File: src/rtl/dtm_jtag_tap.sv
// IEEE 1149.1 TAP controller for the RISC-V debug transport module.
// Owns the TAP FSM, the 5-bit IR, IDCODE and BYPASS; DTMCS/DMI registers live outside.
module dtm_jtag_tap #(
  parameter int unsigned IrLength    = 5,
  parameter logic [31:0] IdCodeValue = 32'h0000_0001
) (
  input  logic tck_i,
  input  logic trst_ni,
  input  logic tms_i,
  input  logic td_i,
  output logic td_o,
  output logic tdo_oe_o,
  output logic dmi_clear_o,
  output logic update_o,
  output logic capture_o,
  output logic shift_o,
  output logic tdi_o,
  output logic tck_o,
  output logic dtmcs_select_o,
  input  logic dtmcs_tdo_i,
  output logic dmi_select_o,
  input  logic dmi_tdo_i
);

  localparam logic [3:0] TestLogicReset = 4'd0;
  localparam logic [3:0] RunTestIdle    = 4'd1;
  localparam logic [3:0] SelectDrScan   = 4'd2;
  localparam logic [3:0] CaptureDr      = 4'd3;
  localparam logic [3:0] ShiftDr        = 4'd4;
  localparam logic [3:0] Exit1Dr        = 4'd5;
  localparam logic [3:0] PauseDr        = 4'd6;
  localparam logic [3:0] Exit2Dr        = 4'd7;
  localparam logic [3:0] UpdateDr       = 4'd8;
  localparam logic [3:0] SelectIrScan   = 4'd9;
  localparam logic [3:0] CaptureIr      = 4'd10;
  localparam logic [3:0] ShiftIr        = 4'd11;
  localparam logic [3:0] Exit1Ir        = 4'd12;
  localparam logic [3:0] PauseIr        = 4'd13;
  localparam logic [3:0] Exit2Ir        = 4'd14;
  localparam logic [3:0] UpdateIr       = 4'd15;

  localparam logic [IrLength-1:0] IrIdcode    = IrLength'('h01);
  localparam logic [IrLength-1:0] IrDtmcs     = IrLength'('h10);
  localparam logic [IrLength-1:0] IrDmiAccess = IrLength'('h11);
  localparam logic [IrLength-1:0] IrCapture   = IrLength'('b00101);

  logic [3:0]          state_q, state_d;
  logic [IrLength-1:0] ir_q, ir_d;
  logic [IrLength-1:0] ir_sr_q, ir_sr_d;
  logic [31:0]         idcode_q, idcode_d;
  logic                bypass_q, bypass_d;
  logic                td_q, tdo_oe_q;
  logic                idcode_select, tdo_mux;

  always_comb begin
    state_d = state_q;
    unique case (state_q)
      TestLogicReset: state_d = tms_i ? TestLogicReset : RunTestIdle;
      RunTestIdle:    state_d = tms_i ? SelectDrScan   : RunTestIdle;
      SelectDrScan:   state_d = tms_i ? SelectIrScan   : CaptureDr;
      CaptureDr:      state_d = tms_i ? Exit1Dr        : ShiftDr;
      ShiftDr:        state_d = tms_i ? Exit1Dr        : ShiftDr;
      Exit1Dr:        state_d = tms_i ? UpdateDr       : PauseDr;
      PauseDr:        state_d = tms_i ? Exit2Dr        : PauseDr;
      Exit2Dr:        state_d = tms_i ? UpdateDr       : ShiftDr;
      UpdateDr:       state_d = tms_i ? SelectDrScan   : RunTestIdle;
      SelectIrScan:   state_d = tms_i ? TestLogicReset : CaptureIr;
      CaptureIr:      state_d = tms_i ? Exit1Ir        : ShiftIr;
      ShiftIr:        state_d = tms_i ? Exit1Ir        : ShiftIr;
      Exit1Ir:        state_d = tms_i ? UpdateIr       : PauseIr;
      PauseIr:        state_d = tms_i ? Exit2Ir        : PauseIr;
      Exit2Ir:        state_d = tms_i ? UpdateIr       : ShiftIr;
      UpdateIr:       state_d = tms_i ? SelectDrScan   : RunTestIdle;
      default:        state_d = TestLogicReset;
    endcase
  end

  assign idcode_select  = (ir_q == IrIdcode);
  assign dtmcs_select_o = (ir_q == IrDtmcs);
  assign dmi_select_o   = (ir_q == IrDmiAccess);

  always_comb begin
    ir_sr_d = ir_sr_q;
    ir_d    = ir_q;
    if (state_q == CaptureIr) ir_sr_d = IrCapture;
    if (state_q == ShiftIr)   ir_sr_d = {td_i, ir_sr_q[IrLength-1:1]};
    if (state_q == UpdateIr)  ir_d    = ir_sr_q;
    if (state_q == TestLogicReset) ir_d = IrIdcode;
  end

  // IDCODE only moves while it is the selected DR; BYPASS is the default path.
  always_comb begin
    idcode_d = idcode_q;
    bypass_d = bypass_q;
    if (state_q == CaptureDr) begin
      bypass_d = 1'b0;
      if (idcode_select) idcode_d = IdCodeValue;
    end
    if (state_q == ShiftDr) begin
      bypass_d = td_i;
      if (idcode_select) idcode_d = {td_i, idcode_q[31:1]};
    end
  end

  always_comb begin
    tdo_mux = bypass_q;
    if (state_q == ShiftIr)  tdo_mux = ir_sr_q[0];
    else if (idcode_select)  tdo_mux = idcode_q[0];
    else if (dtmcs_select_o) tdo_mux = dtmcs_tdo_i;
    else if (dmi_select_o)   tdo_mux = dmi_tdo_i;
  end

  always_ff @(posedge tck_i or negedge trst_ni) begin
    if (!trst_ni) begin
      state_q  <= TestLogicReset;
      ir_q     <= IrIdcode;
      ir_sr_q  <= '0;
      idcode_q <= '0;
      bypass_q <= 1'b0;
    end else begin
      state_q  <= state_d;
      ir_q     <= ir_d;
      ir_sr_q  <= ir_sr_d;
      idcode_q <= idcode_d;
      bypass_q <= bypass_d;
    end
  end

  // TDO launches on the falling edge so the host samples it cleanly on the next rise.
  always_ff @(negedge tck_i or negedge trst_ni) begin
    if (!trst_ni) begin
      td_q     <= 1'b0;
      tdo_oe_q <= 1'b0;
    end else begin
      td_q     <= tdo_mux;
      tdo_oe_q <= (state_q == ShiftIr) || (state_q == ShiftDr);
    end
  end

  assign td_o        = td_q;
  assign tdo_oe_o    = tdo_oe_q;
  assign dmi_clear_o = (state_q == TestLogicReset);
  assign capture_o   = (state_q == CaptureDr);
  assign shift_o     = (state_q == ShiftDr);
  assign update_o    = (state_q == UpdateDr);
  assign tdi_o       = td_i;
  assign tck_o       = tck_i;

endmodule

File: config.mk
export PLATFORM = sky130hd
export DESIGN_NAME = dtm_jtag_tap
export DESIGN_NICKNAME = d
export VERILOG_FILES = /design/src/rtl/dtm_jtag_tap.sv
export SDC_FILE = /design/constraint.sdc
export NUM_CORES = 1
export LEC_CHECK = 0
export BUFFER_PORTS_ARGS = -buffer_cell sky130_fd_sc_hd__buf_2
export CORE_ASPECT_RATIO = 1.2
export CORE_MARGIN = 3
export CORE_UTILIZATION = 58
export CTS_CLUSTER_DIAMETER = 100
export DETAILED_ROUTE_END_ITERATION = 12
export PLACE_DENSITY_LB_ADDON = 0.25
export SLEW_MARGIN = 20
export SYNTH_ARGS = -nofsm -noshare
export SYNTH_HDL_FRONTEND = slang
export SYNTH_SLANG_ARGS = --single-unit
File: constraint.sdc
create_clock -name tck_i -period 1.9 [get_ports tck_i]
set_clock_uncertainty 0.15 [all_clocks]
set_input_delay 0.19 -clock tck_i [delete_from_list [all_inputs] [get_ports tck_i]]
set_output_delay 0.19 -clock tck_i [all_outputs]
set_load 0.01 [all_outputs]
==> Yosys cells after proc, flatten, opt, wreduce, memory -nomap -nowiden <==
Index checks and enable logic that the tools add are counted.
{ "word_totals": {"register_bits": 49, "word_cells": 60, "output_inout_bits": 10, "input_bits": 6} }
{ "op_classes": {"n_eq_ne": 18, "mux": 27, "reduce_logical": 8} }
{ "op_table": {"columns": ["cell", "count"], "rows": [
  ["two-way mux 32 bit", 4],
  ["one-hot mux 4 bit (12 select lines)", 1],
  ["== test 4 bit (second input constant)", 8],
  ["two-way mux 5 bit", 4],
  ["== test 4 x 3 -> 1 bit (second input constant)", 4],
  ["two-way mux 4 bit", 4],
  ["== test 5 bit (second input constant)", 2],
  ["two-way mux 1 bit", 9],
  ["== test 4 x 2 -> 1 bit (second input constant)", 2],
  ["two-way mux 2 bit", 3],
  ["two-way mux 3 bit", 2],
  ["nonzero test 2 bit", 3],
  ["== test 5 x 1 -> 1 bit (second input constant)", 1],
  ["== test 4 x 1 -> 1 bit (second input constant)", 1],
  ["logical NOT 4 bit", 1],
  ["OR reduction 2 bit", 2],
  ["OR reduction 3 bit", 1],
  ["logical OR 1 bit", 1]
]} }

==> Longest topological paths before layout <==
{ "logic_depth": {"ltp_word": 5, "depth_mapped": 9, "mapped_depth_nobuf": 6} }

==> results.toml <==
[outcome]
status = "complete, but fails checks"
violations = "setup timing"

[place]
io_buffers = 15
hpwl_mm = 2.84
post_dp_cell_area_um2 = 2320
pre_cts_slack_ps = -299
gp_congestion = 0.900

[critical_path]
crit_path_start_kind = "register"
crit_type = "register to output port"
crit_required_ps = 1560
worstReg2RegStart = "ir_q[0]"
slowest_stage = "dfrtn_1"
cp.buffers_inverters = 1
rr_worst_depth = 4
path_delay_family = "flip-flops"
path_cells = "buf_2"
crit_fanout = 1
max_stage_delay_ps = 380
critPathArrivalTime_ps = 1880
worst-path-stages = 1
critPathCaptureType = "output port"
worstReg2RegEnd = "td_o"
r2r_setup_slack_ps = -310

[layout]
n_antenna_cell = 0
layout.cells.most_common_list = "dfrtp_1, a22o_1, buf_4"
layout_commonest_cell = "dfrtp_1"
syn_to_final_growth_pct = 30.3
drive_gt1_share_pct = 32.6
fin_area_um2 = 2740
fin_nets = 241
post-route-util_pct = 80.0

[logic_synthesis]
synth-warning-count = 0
synth_area_leaders = "dfrtp_1, a22o_1, a21oi_1"
synth_edf_count = 0
synth.largest_area_cell = "dfrtp_1"
synth.distinct_cells = 36
muxShareOfSynthArea_pct = 0.476
synth_xor_area_share_pct = 0
yosys.area.top_type_share_pct = 54.7
netlist_area_um2 = 2100
synth_top_family_by_area = "compound AO/OA/AOI/OAI gates"
avgSynthCellArea_um2 = 11.2
async_reset_ff_share_pct = 100
seq_area_frac_synth_pct = 58.4
synth_nets = 194
synthAdderAreaFrac_pct = 0
ys_seq_elements = 49
ys.flop_type = "dfrtp_1"
synth_compound_area_share_pct = 23.7
synth_cells = 188
yosys.area_share.simple_pct = 11.1

[timing]
slew_violations = 0
fin_ws_ps = -323
fin_setup_tns_ps = -2640
finalSetupViolCount = 22
worst_pin_slew_ps = 437
hold_viol = 0
rsz0062_at_grt = "true"
finalHoldWorstSlack_ps = 64.9
slew_headroom_pct = 70.9

[drt]
first_pass_iters = 4
vias = 1700
drc = 0
routed_wl_mm = 4.82
wl_per_cell_um = 17.7
ant_nets = 0
drt_iter0_drc = 207
routed_via_density = 6.23

[grt]
grt_pass1_wl_mm = 8.19
grt_max_degree = 37
grt-ovfl-total = 0
antenna_found_initial = 0
first_global_vias = 1687
grt_usage_pct = 26.0

[die]
num_io_pins = 16
start_util_pct = 61.4
die_area_um2 = 4390
die_h_um = 72.0
core_area_um2 = 3420
placementRows = 23
dieWidth_um = 61.0

[clock_network]
tritoncts = "yes"
clkLatencyLatePin_ps = 410
path_clk_slew_ps = 90

[power_and_ir_drop]
ir_drop_uv = 946
p_leak_nw = 1.33
pwr_density_cell_nw_per_um2 = 1420

[min_path]
hold_path.class = "input pin to async pin"

[run]
cap_violations = 0
## metrics by stage
stage               std cells  power, mW
floorplan                 188       2.22
global placement          247       2.48
detailed placement        247       2.55
CTS                       269       3.77
global route              273       4.12
finish                    273       3.88
## state kept, by name, indices dropped and copies added, names as in the netlist
register and cells:
tdo_oe_o 1, state_q 4, td_o 1, idcode_q 32, bypass_q 1, ir_q 5
ir_sr_q 5
## cell families (layout without fill, tap and decap cells)
family,Yosys count,count (layout)
AO/OA/AOI/OAI,70,70
flip-flops,49,49
AND/OR/NAND/NOR,46,46
buffers and inverters,22,70
multiplexers,1,1
## power breakdown
part | total [mW] | internal (mW) | switching [mW]
Clock | 0.794 | 0.412 | 0.381
Sequential | 1.36 | 1.21 | 0.143
Combinational | 1.73 | 0.887 | 0.839
## layout make-up
| cell class | instances | area [um^2] |
|---|---|---|
| clock buffer | 11 | 123 |
| sequential | 49 | 1230 |
| multi-input combinational | 117 | 806 |
| timing repair buffer | 52 | 498 |
| fill | 210 | 684 |
| inverter | 6 | 28.8 |
| clock inverter | 1 | 8.76 |
| tap | 37 | 46.3 |
## worst max-delay path by stage
stage / start / to / slack [ps]
floorplan: ir_q[2] / td_o / -280
global placement: ir_q[0] / td_o / -270
detailed placement: ir_q[2] / td_o / -300
CTS: tdo_oe_o / tdo_oe_o / -340
global route: ir_q[2] / td_o / -390
finish: td_o / td_o / -320
## cell usage after synthesis (2+ instances only)
cell,n
a21oi_1,14
and3_1,3
nor2_1,14
dfrtp_1,46
dfrtn_1,2
buf_2,4
nand3b_1,2
nand3_1,4
a22o_1,32
nor2b_1,2
nand2_1,11
o22ai_1,5
o211ai_1,2
clkbuf_1,5
inv_1,5
nor3_1,2
o21ai_0,11
buf_4,2
buf_6,5
## what timing repair did
action                                 in CTS  in global routing
cloned                                      3                  0
hold buffers                                3                  0
resized for setup                          19                 12
setup endpoints to repair                  37                 41
pin swaps                                   8                  7
endpoints found under the hold margin      53                  0
setup buffers                               5                  6
## per-layer routing
metal | wire [um] | part of all wire [%] | track usage, % | vias up
met2 | 2440 | 51 | 39.6 | 55
met1 | 2010 | 42 | 33.5 | 845
met4 | 165 | 3.4 | 13.5 | 0
met3 | 204 | 4.2 | 7.65 | 20
li1 | - | - | - | 780
met5 | 0 | 0 | 0 | -
Note: power is estimated with default switching activity, not from simulation.
